### src/rtl/matmul_pkg.sv
// Shared types and default configuration for the matrix-multiply sequencing controller.
// The state encoding here is visible to software through current_state.
package matmul_pkg;

  localparam int unsigned MaxDimDef        = 8;
  localparam int unsigned DimWDef          = 4;
  localparam int unsigned AddrWDef         = 6;
  localparam int unsigned ResBytesDef      = 2;
  localparam logic [7:0]  StartByteDef     = 8'hA5;
  localparam int unsigned TimeoutCyclesDef = 65535;

  typedef enum logic [2:0] {
    StIdle    = 3'd0,
    StHdr0    = 3'd1,
    StHdr1    = 3'd2,
    StLoadA   = 3'd3,
    StLoadB   = 3'd4,
    StCompute = 3'd5,
    StSend    = 3'd6,
    StErr     = 3'd7
  } state_e;

  function automatic logic dim_ok(input int unsigned d, input int unsigned max_dim);
    return (d >= 32'd1) && (d <= max_dim);
  endfunction

endpackage

### src/rtl/matmul_elem_counter.sv
// Loadable up-counter with a terminal-count flag, used for element and result addressing.
// Load has priority over increment.
module matmul_elem_counter #(
  parameter int unsigned W = 6
) (
  input  logic         clk,
  input  logic         rst,
  input  logic         load_i,
  input  logic [W-1:0] load_val_i,
  input  logic         inc_i,
  input  logic [W-1:0] term_i,
  output logic [W-1:0] count_o,
  output logic         tc_o
);

  logic [W-1:0] count_q, count_d;

  always_comb begin
    count_d = count_q;
    if (load_i) begin
      count_d = load_val_i;
    end else if (inc_i) begin
      count_d = count_q + W'(1);
    end
  end

  always_ff @(posedge clk) begin
    if (rst) begin
      count_q <= '0;
    end else begin
      count_q <= count_d;
    end
  end

  assign count_o = count_q;
  assign tc_o    = (count_q == term_i);

endmodule

### src/rtl/matmul_seq_ctrl.sv
// Frame sequencer for a UART-fed matrix multiplier: header, A/B load, compute, result send.
// Define MATMUL_CTRL_TIMEOUT_EN to abort COMPUTE into ERR after TIMEOUT_CYCLES.
module matmul_seq_ctrl
  import matmul_pkg::*;
#(
  parameter int unsigned MAX_DIM        = MaxDimDef,
  parameter int unsigned DIM_W          = DimWDef,
  parameter int unsigned ADDR_W         = AddrWDef,
  parameter int unsigned RES_BYTES      = ResBytesDef,
  parameter logic [7:0]  START_BYTE     = StartByteDef,
  parameter int unsigned TIMEOUT_CYCLES = TimeoutCyclesDef,
  localparam int unsigned BSW = (RES_BYTES > 1) ? $clog2(RES_BYTES) : 1
) (
  input  logic              clk,
  input  logic              rst,
  input  logic              rx_valid,
  input  logic [7:0]        rx_data,
  input  logic              tx_busy,
  input  logic              mult_done,
  output logic              rx_enable,
  output logic              tx_start,
  output logic              mult_start,
  output logic [2:0]        current_state,
  output logic [DIM_W-1:0]  dim_m,
  output logic [DIM_W-1:0]  dim_k,
  output logic [DIM_W-1:0]  dim_p,
  output logic              wr_en_a,
  output logic              wr_en_b,
  output logic [ADDR_W-1:0] wr_addr,
  output logic [ADDR_W-1:0] res_addr,
  output logic [BSW-1:0]    res_byte_sel,
  output logic              error
);

  localparam int unsigned PW = 2 * DIM_W;

  state_e             state_q, state_d;
  logic [DIM_W-1:0]   dim_m_q, dim_m_d, dim_k_q, dim_k_d, dim_p_q, dim_p_d;
  logic [BSW-1:0]     byte_sel_q, byte_sel_d;
  logic               tx_start_q, tx_start_d;
  logic               mult_start_q, mult_start_d;
  logic               error_q, error_d;
  logic [PW-1:0]      prod_mk, prod_kp, prod_mp;
  logic [ADDR_W-1:0]  elem_cnt, elem_term, res_cnt, res_term;
  logic               elem_load, elem_inc, elem_tc;
  logic               res_load, res_inc, res_tc;

  // Products kept at full 2*DIM_W width before forming terminal counts.
  assign prod_mk   = PW'(dim_m_q) * PW'(dim_k_q);
  assign prod_kp   = PW'(dim_k_q) * PW'(dim_p_q);
  assign prod_mp   = PW'(dim_m_q) * PW'(dim_p_q);
  assign elem_term = (state_q == StLoadB) ? ADDR_W'(prod_kp - PW'(1)) : ADDR_W'(prod_mk - PW'(1));
  assign res_term  = ADDR_W'(prod_mp - PW'(1));

`ifdef MATMUL_CTRL_TIMEOUT_EN
  logic [31:0] to_cnt_q, to_cnt_d;
  assign to_cnt_d = (state_q == StCompute) ? to_cnt_q + 32'd1 : '0;
  always_ff @(posedge clk) begin
    if (rst) to_cnt_q <= '0;
    else     to_cnt_q <= to_cnt_d;
  end
`else
  logic unused_timeout;
  assign unused_timeout = ^TIMEOUT_CYCLES;
`endif

  always_comb begin
    state_d    = state_q;
    dim_m_d    = dim_m_q;
    dim_k_d    = dim_k_q;
    dim_p_d    = dim_p_q;
    byte_sel_d = byte_sel_q;
    error_d    = error_q;
    elem_load  = 1'b0;
    elem_inc   = 1'b0;
    res_load   = 1'b0;
    res_inc    = 1'b0;
    wr_en_a    = 1'b0;
    wr_en_b    = 1'b0;
    // Registered pulse: one cycle after busy is seen low, never on adjacent cycles.
    tx_start_d = (state_q == StSend) && !tx_busy && !tx_start_q;
    unique case (state_q)
      StIdle: begin
        if (rx_valid && (rx_data == START_BYTE)) begin
          state_d = StHdr0;
          error_d = 1'b0;
        end
      end
      StHdr0: begin
        if (rx_valid) begin
          dim_m_d = DIM_W'(rx_data[3:0]);
          dim_k_d = DIM_W'(rx_data[7:4]);
          state_d = StHdr1;
        end
      end
      StHdr1: begin
        if (rx_valid) begin
          dim_p_d   = DIM_W'(rx_data[3:0]);
          elem_load = 1'b1;
          if (dim_ok(32'(dim_m_q), MAX_DIM) && dim_ok(32'(dim_k_q), MAX_DIM) &&
              dim_ok(32'(rx_data[3:0]), MAX_DIM)) begin
            state_d = StLoadA;
          end else begin
            state_d = StErr;
            error_d = 1'b1;
          end
        end
      end
      StLoadA, StLoadB: begin
        wr_en_a = rx_valid && (state_q == StLoadA);
        wr_en_b = rx_valid && (state_q == StLoadB);
        if (rx_valid) begin
          if (elem_tc) begin
            elem_load = 1'b1;
            state_d   = (state_q == StLoadA) ? StLoadB : StCompute;
          end else begin
            elem_inc = 1'b1;
          end
        end
      end
      StCompute: begin
        if (mult_done) begin
          state_d    = StSend;
          res_load   = 1'b1;
          byte_sel_d = '0;
        end
`ifdef MATMUL_CTRL_TIMEOUT_EN
        else if (to_cnt_q == TIMEOUT_CYCLES - 1) begin
          state_d = StErr;
          error_d = 1'b1;
        end
`endif
      end
      StSend: begin
        if (tx_start_q) begin
          if (byte_sel_q == BSW'(RES_BYTES - 1)) begin
            byte_sel_d = '0;
            if (res_tc) state_d = StIdle;
            else        res_inc = 1'b1;
          end else begin
            byte_sel_d = byte_sel_q + BSW'(1);
          end
        end
      end
      StErr: begin
        state_d = StIdle;
      end
      default: state_d = StIdle;
    endcase
    mult_start_d = (state_d == StCompute) && (state_q != StCompute);
  end

  always_ff @(posedge clk) begin
    if (rst) begin
      state_q      <= StIdle;
      dim_m_q      <= '0;
      dim_k_q      <= '0;
      dim_p_q      <= '0;
      byte_sel_q   <= '0;
      tx_start_q   <= 1'b0;
      mult_start_q <= 1'b0;
      error_q      <= 1'b0;
    end else begin
      state_q      <= state_d;
      dim_m_q      <= dim_m_d;
      dim_k_q      <= dim_k_d;
      dim_p_q      <= dim_p_d;
      byte_sel_q   <= byte_sel_d;
      tx_start_q   <= tx_start_d;
      mult_start_q <= mult_start_d;
      error_q      <= error_d;
    end
  end

  matmul_elem_counter #(.W(ADDR_W)) u_elem_cnt (
    .clk        (clk),
    .rst        (rst),
    .load_i     (elem_load),
    .load_val_i ('0),
    .inc_i      (elem_inc),
    .term_i     (elem_term),
    .count_o    (elem_cnt),
    .tc_o       (elem_tc)
  );

  matmul_elem_counter #(.W(ADDR_W)) u_res_cnt (
    .clk        (clk),
    .rst        (rst),
    .load_i     (res_load),
    .load_val_i ('0),
    .inc_i      (res_inc),
    .term_i     (res_term),
    .count_o    (res_cnt),
    .tc_o       (res_tc)
  );

  assign rx_enable     = (state_q != StCompute) && (state_q != StSend) && (state_q != StErr);
  assign tx_start      = tx_start_q;
  assign mult_start    = mult_start_q;
  assign current_state = state_q;
  assign dim_m         = dim_m_q;
  assign dim_k         = dim_k_q;
  assign dim_p         = dim_p_q;
  assign wr_addr       = elem_cnt;
  assign res_addr      = res_cnt;
  assign res_byte_sel  = byte_sel_q;
  assign error         = error_q;

endmodule

### config.mk
export PLATFORM = sky130hd
export DESIGN_NAME = matmul_seq_ctrl
export DESIGN_NICKNAME = d
export VERILOG_FILES = /design/src/rtl/matmul_pkg.sv /design/src/rtl/matmul_elem_counter.sv /design/src/rtl/matmul_seq_ctrl.sv
export SDC_FILE = /design/constraint.sdc
export NUM_CORES = 1
export LEC_CHECK = 0
export CAP_MARGIN = 0
export CORE_ASPECT_RATIO = 1.4
export CORE_UTILIZATION = 35
export CTS_BUF_LIST = sky130_fd_sc_hd__clkbuf_4
export DETAILED_ROUTE_END_ITERATION = 10
export HOLD_SLACK_MARGIN = 0.12
export PLACE_DENSITY = 0.62
export SLEW_MARGIN = 20
export SYNTH_ARGS = -nofsm -noshare
export SYNTH_HDL_FRONTEND = slang
export SYNTH_SLANG_ARGS = --single-unit
### constraint.sdc
create_clock -name clk -period 4.3 [get_ports clk]
set_input_delay 1.075 -clock clk [delete_from_list [all_inputs] [get_ports clk]]
set_output_delay 1.075 -clock clk [all_outputs]
set_load 0.01 [all_outputs]
==> summary.txt, run 1 <==
Ys flop type -> dfxtp_1
Routed vias/inst -> 5.11
CTS hold repair buffers -> 0
Initial antenna violation count -> 0
R2R setup slack -> 0.32 ns
DRT iter0 DRCs -> 55
Max clock buf depth -> 2
Asr flop ratio synth -> 0%
Largest net degree at the start of global routing -> 22
Yosys reg bits -> 31
Routed Antenna Nets -> 0
Layout fillers -> 865
Die area -> 0.00922 mm²
First-pass GRT wire length -> 12.5 mm
Yosys cell types -> 48
GRT met3 Usage -> 3.23%
Crit path cell chain -> nand2_1, ha_1, fa_1, fa_1, inv_1, ha_1, a21oi_1, a221oi_1, a211o_1, or3b_1, nand3_1, mux2i_4, nor4_4, mux2_2
Vias in the first global route -> 2684
Die height -> 113 µm
Status -> completed
Worst skew pair latency -> 0.34 ns
Total Nets Final -> 473
Worst reg2reg startpoint -> dim_m[0]$_SDFFE_PP0P_
Placed Instances -> 514
Row cnt -> 40
Max Cap Violations -> 0
Actual slew at the worst max-slew pin -> 0.683 ns
Sequential fraction of the synthesis area -> 20.1%
Syn nets -> 428
Syn. warnings -> 0
H-tree Lvls -> 2
Worst setup EP type -> flip-flop
Slew Viols, Final -> 0
DRT Wirelength -> 7.31 mm
Final TNS setup -> 0 ns
DRC Markers -> 0
Top-level I/O count -> 47
Drt pass-1 iters -> 4
Reg2reg path depth -> 14
Vias -> 2664
Startpoint Class -> flip-flop
VDD IR max -> 0.146 mV
PwrDens -> 153 mW/mm²
Cell Count, Final, Fillers Out -> 521
Part of the cycle the worst path needs -> 92.6%
PostCTS Resize Cnt -> 0
Reg clk slew, reported paths -> 0.10 ns
LEAKAGE -> 1.44 nW
PortBufs -> 46
CORE AREA -> 0.00856 mm²
Worst path slowest cell -> fa_1
Clk_skew -> 0.00550 ns
Share of layout cells above drive strength 1 -> 6.49%
Most crowded layer after global routing -> met2
ANT cells -> 0
Crit path launch -> dim_m[0]$_SDFFE_PP0P_
Cell area after synthesis -> 0.00309 mm²
Die W -> 81.4 µm
Achievable Freq -> 0.251 GHz
CTS tree -> built
Clk root buf -> clkbuf_4
Final core occ -> 43.6%
WS Path Type -> reg -> reg
CP max stage delay -> 0.54 ns
Final min period -> 3.98 ns
Initial Util -> 36.1%
Syn avg cell area -> 8.33 µm²
Worst setup endpoint -> u_elem_cnt.count_o[0]$_SDFFE_PP0P_
Post-DP HPWL -> 5.85 mm
Mapped Cells -> 371
Final setup viols -> 0
Global Route met1 Usage -> 19.7%
GR Overflow Total -> 0
Sinks on Clock Net -> 31
CP max FO -> 8
RSZ-0062 raised after global routing -> no
Total global-route track usage -> 17.4%
Area Overhead vs Synth -> 20.6%
Critical Path RT -> 4.59 ns
Relative slew slack -> 54.4%
Number of synthesized flops with an enable pin -> 0
Post-CTS Setup Repair Bufs -> 0
Arr. time, crit path -> 4.27 ns
Fin. Hold Viols -> 0
CTS buffer count -> 5
Hold Crit Class -> reg -> reg
Reg-to-Reg End -> u_elem_cnt.count_o[0]$_SDFFE_PP0P_
GRT met2 Usage -> 31.7%
Routed WL per cell -> 14.0 µm
GPL Wtd Cong -> 0.806
cell usage in the layout (no fill, tap or decap), types with 12 or more instances in the layout:
cell type        Yosys  layout
xnor2_1             21      21
and2_1              14      14
nor2_1              30      30
buf_4                0      12
mux2i_1             18      18
xor2_1              16      16
fa_1                15      15
inv_1               34      34
ha_1                29      29
nand2_1             46      46
clkdlybuf4s50_1      0      46
dfxtp_1             31      31
flip-flops by register name, indices dropped and copies added (netlist names):
| name | count |
|---|---|
| dim_p | 4 |
| error | 1 |
| dim_k | 4 |
| u_elem_cnt.count_o | 6 |
| u_res_cnt.count_o | 6 |
| res_byte_sel | 1 |
| mult_start | 1 |
| tx_start | 1 |
| dim_m | 4 |
| current_state | 3 |
Yosys cell counts, types with 3 or more instances:
cell type  count  area share, %
nand2b_1       4           0.81
o21ai_0        5           0.81
a21oi_1       10            1.6
nor2b_1        6            1.2
nor4_1         5            1.0
o31ai_1        3           0.73
fa_1          15            9.7
a22o_1         6            1.7
mux2i_1       18            5.8
nand3_1        6           0.97
clkbuf_1      16            1.9
xor2_1        16            4.5
ha_1          29             12
and3_1         5            1.0
xnor2_1       21            5.9
nor2_1        30            3.6
dfxtp_1       31             20
nand2_1       46            5.6
a21o_1         4           0.97
and2_1        14            2.8
nor3_1        10            1.6
inv_1         34            4.1
stage by stage:
step,instance area [µm²],power (mW),setup slack [ns],hold slack [ns]
floorplan,3090,0.372,0.212,0.508
global placement,3680,0.414,0.366,0.466
detailed placement,3680,0.415,0.309,0.472
CTS,3730,0.576,0.295,0.488
global route,3730,0.597,0.0919,0.523
finish,3730,0.569,0.317,0.488
worst min path at each step:
| stage | depth (start not counted) | slack [ns] | end | from |
|---|---|---|---|---|
| 6_report | 1 | 0.49 | tx_start$_SDFF_PP0_ | tx_start$_SDFF_PP0_ |
| 5_1_grt | 1 | 0.52 | tx_start$_SDFF_PP0_ | tx_start$_SDFF_PP0_ |
| 4_1_cts | 1 | 0.49 | tx_start$_SDFF_PP0_ | tx_start$_SDFF_PP0_ |
| 3_5_place_dp | 1 | 0.47 | tx_start$_SDFF_PP0_ | tx_start$_SDFF_PP0_ |
| 3_3_place_gp | 1 | 0.47 | tx_start$_SDFF_PP0_ | tx_start$_SDFF_PP0_ |
| 2_1_floorplan | 1 | 0.51 | tx_start$_SDFF_PP0_ | tx_start$_SDFF_PP0_ |
worst max-delay path, delay by kind of cell, from the launching register on:
family                   cells  cell delay, ns
flip-flops                   1            0.34
AND/OR/NAND/NOR              4            0.94
multiplexers                 2            0.36
AO/OA/AOI/OAI                3            0.54
adder cells (fa/ha/maj)      4            1.70
buffers and inverters        1            0.04
power breakdown:
group          switching, mW  internal, mW  leakage (nW)
Combinational         0.0521        0.0495          1.16
Sequential            0.0135         0.293         0.250
Clock                  0.103        0.0578        0.0285
layer usage:
metal	up-vias	wire, µm	share of wire (%)
met2	43	3900	53
met1	1282	3010	41
met4	0	125	1.7
met5	-	0	0
met3	8	276	3.8
li1	1331	-	-
cell type report:
cell class / count / area [µm²] / share of cell area, %
multi-input combinational: 286 / 2250 / 60.4
sequential: 31 / 621 / 16.6
timing repair buffer: 58 / 551 / 14.8
tap: 105 / 131 / 3.52
inverter: 34 / 128 / 3.42
clock buffer: 5 / 37.5 / 1.01
clock inverter: 2 / 8.76 / 0.235
kinds of logic after synthesis:
logic type	after synthesis	synth area share, %
AO/OA/AOI/OAI	44	10.0
XOR/XNOR	37	10.5
adder cells (fa/ha/maj)	44	21.4
buffers and inverters	54	7.12
flip-flops	31	20.1
multiplexers	21	7.65
AND/OR/NAND/NOR	140	23.2
Power figures use the tool's default switching activity.
==> run 2: changes to the inputs <==
--- a/config.mk
+++ b/config.mk
@@ -5,13 +5,15 @@
 export SDC_FILE = /design/constraint.sdc
 export NUM_CORES = 1
 export LEC_CHECK = 0
+export ABC_AREA = 1
 export CAP_MARGIN = 0
 export CORE_ASPECT_RATIO = 1.4
 export CORE_UTILIZATION = 35
 export CTS_BUF_LIST = sky130_fd_sc_hd__clkbuf_4
 export DETAILED_ROUTE_END_ITERATION = 10
 export HOLD_SLACK_MARGIN = 0.12
-export PLACE_DENSITY = 0.62
+export PLACE_DENSITY = 0.61
+export RECOVER_POWER = 25
 export SLEW_MARGIN = 20
 export SYNTH_ARGS = -nofsm -noshare
 export SYNTH_HDL_FRONTEND = slang
==> run 2 against run 1 <==
Compared with the run above: total power down 2.4%; synthesized cell count grew 39%; non-clock buffer count down 5; hold slack improved by 0.014 ns; critical endpoint is now wr_en_a; the run now ends with DRC left; largest power group unchanged; global-route usage rose by 0.88 points; first-iteration DRC count up 150%.
==> summary.txt, run 2 <==
Status -> finished with violations
Failing checks -> DRC
CP max stage delay -> 0.67 ns
CP max FO -> 8
Startpoint Class -> input pin
Largest net degree at the start of global routing -> 17
Routed vias/inst -> 5.03
H-tree Lvls -> 2
Syn avg cell area -> 6.38 µm²
WS Path Type -> in -> out
Syn. warnings -> 0
Clk root buf -> clkbuf_4
Final setup viols -> 0
Arr. time, crit path -> 2.82 ns
Synth area leader -> dfxtp_1
Final TNS setup -> 0 ns
Initial antenna violation count -> 0
Achievable Freq -> 0.257 GHz
Most common cell after layout, fill and taps aside -> nand2_1
Crit path cell chain -> dlygate4sd3_1, inv_1, nor4_1, clkdlybuf4s50_1
Ys flop type -> dfxtp_1
DRT Wirelength -> 8.54 mm
Number of synthesized flops with an enable pin -> 0
GR Overflow Total -> 0
Relative slew slack -> 63.9%
Share of layout cells above drive strength 1 -> 5.68%
Asr flop ratio synth -> 0%
Clk_skew -> 0.0143 ns
Fin. Hold Viols -> 0
PortBufs -> 46
DRT iter0 DRCs -> 136
First-pass GRT wire length -> 14.5 mm
Share of the synthesized area in the top cell type -> 18.9%
LEAKAGE -> 1.98 nW
Area contributors post-synth -> dfxtp_1 19%, nand2_1 18%, ha_1 11%
Post-route cell area -> 0.00394 mm²
Sequential fraction of the synthesis area -> 18.9%
ANT cells -> 0
Row cnt -> 41
PostCTS Resize Cnt -> 0
Final min period -> 3.89 ns
WL met3 -> 300 µm
Slew Viols, Final -> 0
CTS tree -> built
Layout fillers -> 952
Die W -> 84.0 µm
Hold_ws -> 0.503 ns
Total Nets Final -> 619
Actual slew at the worst max-slew pin -> 0.540 ns
Cell area after synthesis -> 0.00329 mm²
CORE AREA -> 0.00908 mm²
Total global-route track usage -> 18.3%
Wire length on met2 -> 4.53 mm
Worst path slowest cell -> dlygate4sd3_1
GPL Wtd Cong -> 0.848
Count leader, synth -> nand2_1
PwrDens -> 141 mW/mm²
Part of the cycle the worst path needs -> 90.6%
Hold Crit Depth -> 1
Met1 Wirelength -> 3.52 mm
Die height -> 117 µm
Die area -> 0.00980 mm²
Vias in the first global route -> 3264
Routed WL per cell -> 12.7 µm
Syn nets -> 573
Drt pass-1 iters -> 7
Mapped Cells -> 516
Initial Util -> 36.3%
R2R setup slack -> 0.49 ns
Post-DP HPWL -> 6.98 mm
Sinks on Clock Net -> 31
Hold Crit Class -> reg -> reg
RSZ-0062 raised after global routing -> no
Reg2reg path depth -> 17
VDD IR max -> 0.333 mV
Yosys cell types -> 34
Worst skew pair latency -> 0.35 ns
Max Cap Violations -> 0
Vias -> 3372
DRC Markers -> 2
Reg clk slew, reported paths -> 0.11 ns
Routed Antenna Nets -> 0
Most frequent cells in the layout -> 156 x nand2_1, 81 x inv_1, 47 x nand3_1
Critical Path RT -> 3.22 ns
Place WS -> 0.508 ns
Area Overhead vs Synth -> 19.7%
Post-CTS Setup Repair Bufs -> 0
Min setup slack post-route -> 0.405 ns
Yosys reg bits -> 31
Top-level I/O count -> 47
Max clock buf depth -> 2
Max layer used -> met4
Worst setup EP type -> output pin
CTS buffer count -> 5
Top post-synthesis cells by count -> 156 x nand2_1, 80 x inv_1, 47 x nand3_1, 44 x nor2_1, 31 x dfxtp_1
Cell Count, Final, Fillers Out -> 670
Placed Instances -> 662
CTS hold repair buffers -> 0
Placed cell areas -> 0.00386 mm²
[run 2: power breakdown]
| part | leakage [nW] | total, mW | internal [mW] | switching (mW) |
|---|---|---|---|---|
| Sequential | 0.250 | 0.290 | 0.288 | 0.00244 |
| Combinational | 1.69 | 0.0361 | 0.0170 | 0.0192 |
| Clock | 0.0426 | 0.229 | 0.120 | 0.109 |
| Total | 1.98 | 0.555 | 0.425 | 0.131 |
[run 2: through the flow]
step	utilization (%)	power [mW]
floorplan	-	0.311
global placement	42.6	0.333
detailed placement	42.6	0.333
CTS	43.4	0.562
global route	43.4	0.578
finish	43.4	0.555
[run 2: cells by family after synthesis]
family | count (synthesis) | synth area share, %
AOI/OAI and AO/OA | 49 | 7.91
xor gates and xnor gates | 17 | 4.52
adders and majority gates | 44 | 20.1
buffers and inverters | 98 | 11.8
DFF | 31 | 18.9
muxes | 1 | 0.304
and+or+nand+nor | 276 | 36.4
[run 2: cell type report]
type                    count  area (µm²)  area share, %
flip-flops and latches     31         621           15.7
clock inverters             3        38.8          0.984
multi-input cells         387        2280           57.9
inverters                  84         315           8.00
well taps                 107         134           3.40
repair buffers             53         513           13.0
clock buffers               5        37.5          0.952
[run 2: worst max-delay path: cells and delay by family]
kind          cells  cell delay [ns]
simple gates      1             0.31
buf+inv           3             1.43
[run 2: final timing paths]
| path | startpoint | to |
|---|---|---|
| setup / recovery | rx_valid | wr_en_a |
| hold / removal | tx_start$_SDFF_PP0_ | tx_start$_SDFF_PP0_ |
| setup reg to reg | dim_k[2]$_SDFFE_PP0P_ | u_elem_cnt.count_o[0]$_SDFFE_PP0P_ |
| hold reg to reg | tx_start$_SDFF_PP0_ | tx_start$_SDFF_PP0_ |
[run 2: routing by layer]
layer	vias to the layer above	global-route usage, %
met5	-	0
met4	0	6.55
met3	12	2.26
met2	75	36.3
met1	1572	19.9
li1	1713	-
==> run 3: changes to the inputs <==
--- a/config.mk
+++ b/config.mk
@@ -8,11 +8,11 @@
 export ABC_AREA = 1
 export CAP_MARGIN = 0
 export CORE_ASPECT_RATIO = 1.4
-export CORE_UTILIZATION = 35
+export CORE_UTILIZATION = 25
 export CTS_BUF_LIST = sky130_fd_sc_hd__clkbuf_4
 export DETAILED_ROUTE_END_ITERATION = 10
 export HOLD_SLACK_MARGIN = 0.12
-export PLACE_DENSITY = 0.61
+export PLACE_DENSITY = 0.48
 export RECOVER_POWER = 25
 export SLEW_MARGIN = 20
 export SYNTH_ARGS = -nofsm -noshare
==> run 3 against run 2 <==
Compared with the run above: the flow now finishes without violations; clock-buffer cell count unchanged; total power up 0.34%; hold slack worse by 0.0028 ns; cell count up 7.3%; die area up 39%; sequential power about the same; routed wire length up 3.8%; core utilization down 12 points; critical path type unchanged; critical endpoint unchanged; highest routed layer unchanged.
==> summary.txt, run 3 (synthesis gave the netlist of run 2 again) <==
Status -> completed
Worst path slowest cell -> dlygate4sd3_1
Sw Ratio -> 23.8%
Hold EP -> tx_start$_SDFF_PP0_
Reg clk slew, reported paths -> 0.11 ns
PostCTS Resize Cnt -> 0
LEAKAGE -> 1.99 nW
PortBufs -> 46
Reg-to-Reg End -> u_elem_cnt.count_o[3]$_SDFFE_PP0P_
Top-level I/O count -> 47
Arr. time, crit path -> 2.92 ns
Routed Antenna Nets -> 0
DRT Wirelength -> 8.87 mm
Worst skew pair latency -> 0.34 ns
Routed WL per cell -> 12.3 µm
GR Overflow Total -> 0
Routed vias/inst -> 4.58
Hold Crit Class -> reg -> reg
First-pass GRT wire length -> 14.5 mm
Seq pwr share -> 52.1%
Die area -> 0.0136 mm²
Post-CTS Setup Repair Bufs -> 0
Fin. Hold Viols -> 0
Largest net degree at the start of global routing -> 17
Slew Viols, Final -> 0
Most common cell after layout, fill and taps aside -> nand2_1
Drt pass-1 iters -> 4
Achievable Freq -> 0.250 GHz
VDD IR max -> 0.117 mV
Critical path buffer and inverter count -> 3
Die height -> 138 µm
Post-DP HPWL -> 7.40 mm
DRT iter0 DRCs -> 104
Placed cell areas -> 0.00394 mm²
Comb pwr share -> 6.6%
Worst Hold Launch -> tx_start$_SDFF_PP0_
GPL Wtd Cong -> 0.805
PwrDens -> 139 mW/mm²
Final TNS setup -> 0 ns
H-tree Lvls -> 2
Row cnt -> 49
Die W -> 99.0 µm
Most frequent cells in the layout -> 156 x nand2_1, 81 x inv_1, 47 x nand3_1
Total Nets Final -> 621
Initial antenna violation count -> 1
Relative slew slack -> 64.1%
Post-route cell area -> 0.00402 mm²
Actual slew at the worst max-slew pin -> 0.538 ns
Vias -> 3290
CP max stage delay -> 0.70 ns
Final min period -> 3.99 ns
CTS buffer count -> 5
Total global-route track usage -> 13.5%
Clk pwr share -> 41.3%
R2R setup slack -> 0.49 ns
Vias in the first global route -> 3143
Part of the cycle the worst path needs -> 92.9%
Top delay family on crit path -> buffers and inverters
Initial Util -> 25.6%
Sw power -> 133 µW
WS Path Type -> in -> out
Max clock buf depth -> 2
Worst reg2reg startpoint -> dim_k[2]$_SDFFE_PP0P_
Sinks on Clock Net -> 31
Final setup viols -> 0
RSZ-0062 raised after global routing -> no
Startpoint Class -> input pin
CTS hold repair buffers -> 0
Reg2reg path depth -> 16
Pint -> 425 µW
CP max FO -> 8
Max Cap Violations -> 0
Hold Crit Depth -> 1
Critical Path RT -> 3.22 ns
Clk root buf -> clkbuf_4
Worst setup EP type -> output pin
DRC Markers -> 0
Clk_skew -> 0.0115 ns
Share of layout cells above drive strength 1 -> 6.02%
Crit path cell chain -> dlygate4sd3_1, inv_1, nor4_1, clkdlybuf4s50_1
CTS tree -> built
Area Overhead vs Synth -> 22.0%
CORE AREA -> 0.0129 mm²
-- run 3: cell count changes in the layout (fill, tap and decap cells not counted), sizes merged --
cell / previous run / this run
dlygate4sd3: 7 / 8
diode: 0 / 1
clkdlybuf4s50: 39 / 38
buf: 7 / 9
-- run 3: power by group through the flow --
stage | Sequential (mW) | Clock, mW | Combinational, mW
6_report | 0.290 | 0.230 | 0.0366
5_1_grt | 0.291 | 0.252 | 0.0396
4_1_cts | 0.291 | 0.239 | 0.0371
3_5_place_dp | 0.297 | 0 | 0.0370
3_3_place_gp | 0.297 | 0 | 0.0371
2_1_floorplan | 0.296 | 0 | 0.0153
-- run 3: worst max-delay path by stage --
stage | startpoint | to | slack [ns] | cells past startpoint
2_1_floorplan | dim_m[1]$_SDFFE_PP0P_ | u_elem_cnt.count_o[0]$_SDFFE_PP0P_ | 0.70 | 18
3_3_place_gp | rx_valid | wr_en_a | 0.40 | 4
3_5_place_dp | rx_valid | wr_en_a | 0.36 | 4
4_1_cts | rx_valid | wr_en_a | 0.36 | 4
5_1_grt | dim_k[2]$_SDFFE_PP0P_ | u_elem_cnt.count_o[0]$_SDFFE_PP0P_ | 0.19 | 18
6_report | rx_valid | wr_en_a | 0.31 | 4
-- run 3: per-stage QoR --
stage	std cells	hold WS [ns]	worst slack [ns]	power (mW)	utilization, %
2_1_floorplan	516	0.507	0.704	0.311	-
3_3_place_gp	710	0.481	0.405	0.334	30.6
3_5_place_dp	710	0.493	0.361	0.334	30.6
4_1_cts	718	0.509	0.355	0.567	31.2
5_1_grt	719	0.531	0.186	0.582	31.2
6_report	719	0.500	0.305	0.557	31.2
-- run 3: routing by layer --
metal | global-route usage [%] | up-vias | wire (µm)
met1 | 15.0 | 1514 | 3850
met4 | 4.31 | 0 | 119
met3 | 1.78 | 9 | 274
met5 | 0 | - | 0
li1 | - | 1711 | -
met2 | 26.1 | 56 | 4620
-- run 3: worst register-to-register path: cells and delay by family (launching register included) --
kind,cells,cell delay (ns)
AO/OA/AOI/OAI,3,0.63
flip-flops,1,0.58
AND/OR/NAND/NOR,8,0.75
adder cells (fa/ha/maj),4,1.68
buffers and inverters,1,0.04
-- run 3: final cells by class --
class,count,area (µm²)
inverter,84,315
clock buffer,5,37.5
sequential,31,621
tap,153,191
antenna,1,2.50
timing repair buffer,55,528
multi-input combinational,387,2280
fill,1448,8860
clock inverter,3,38.8
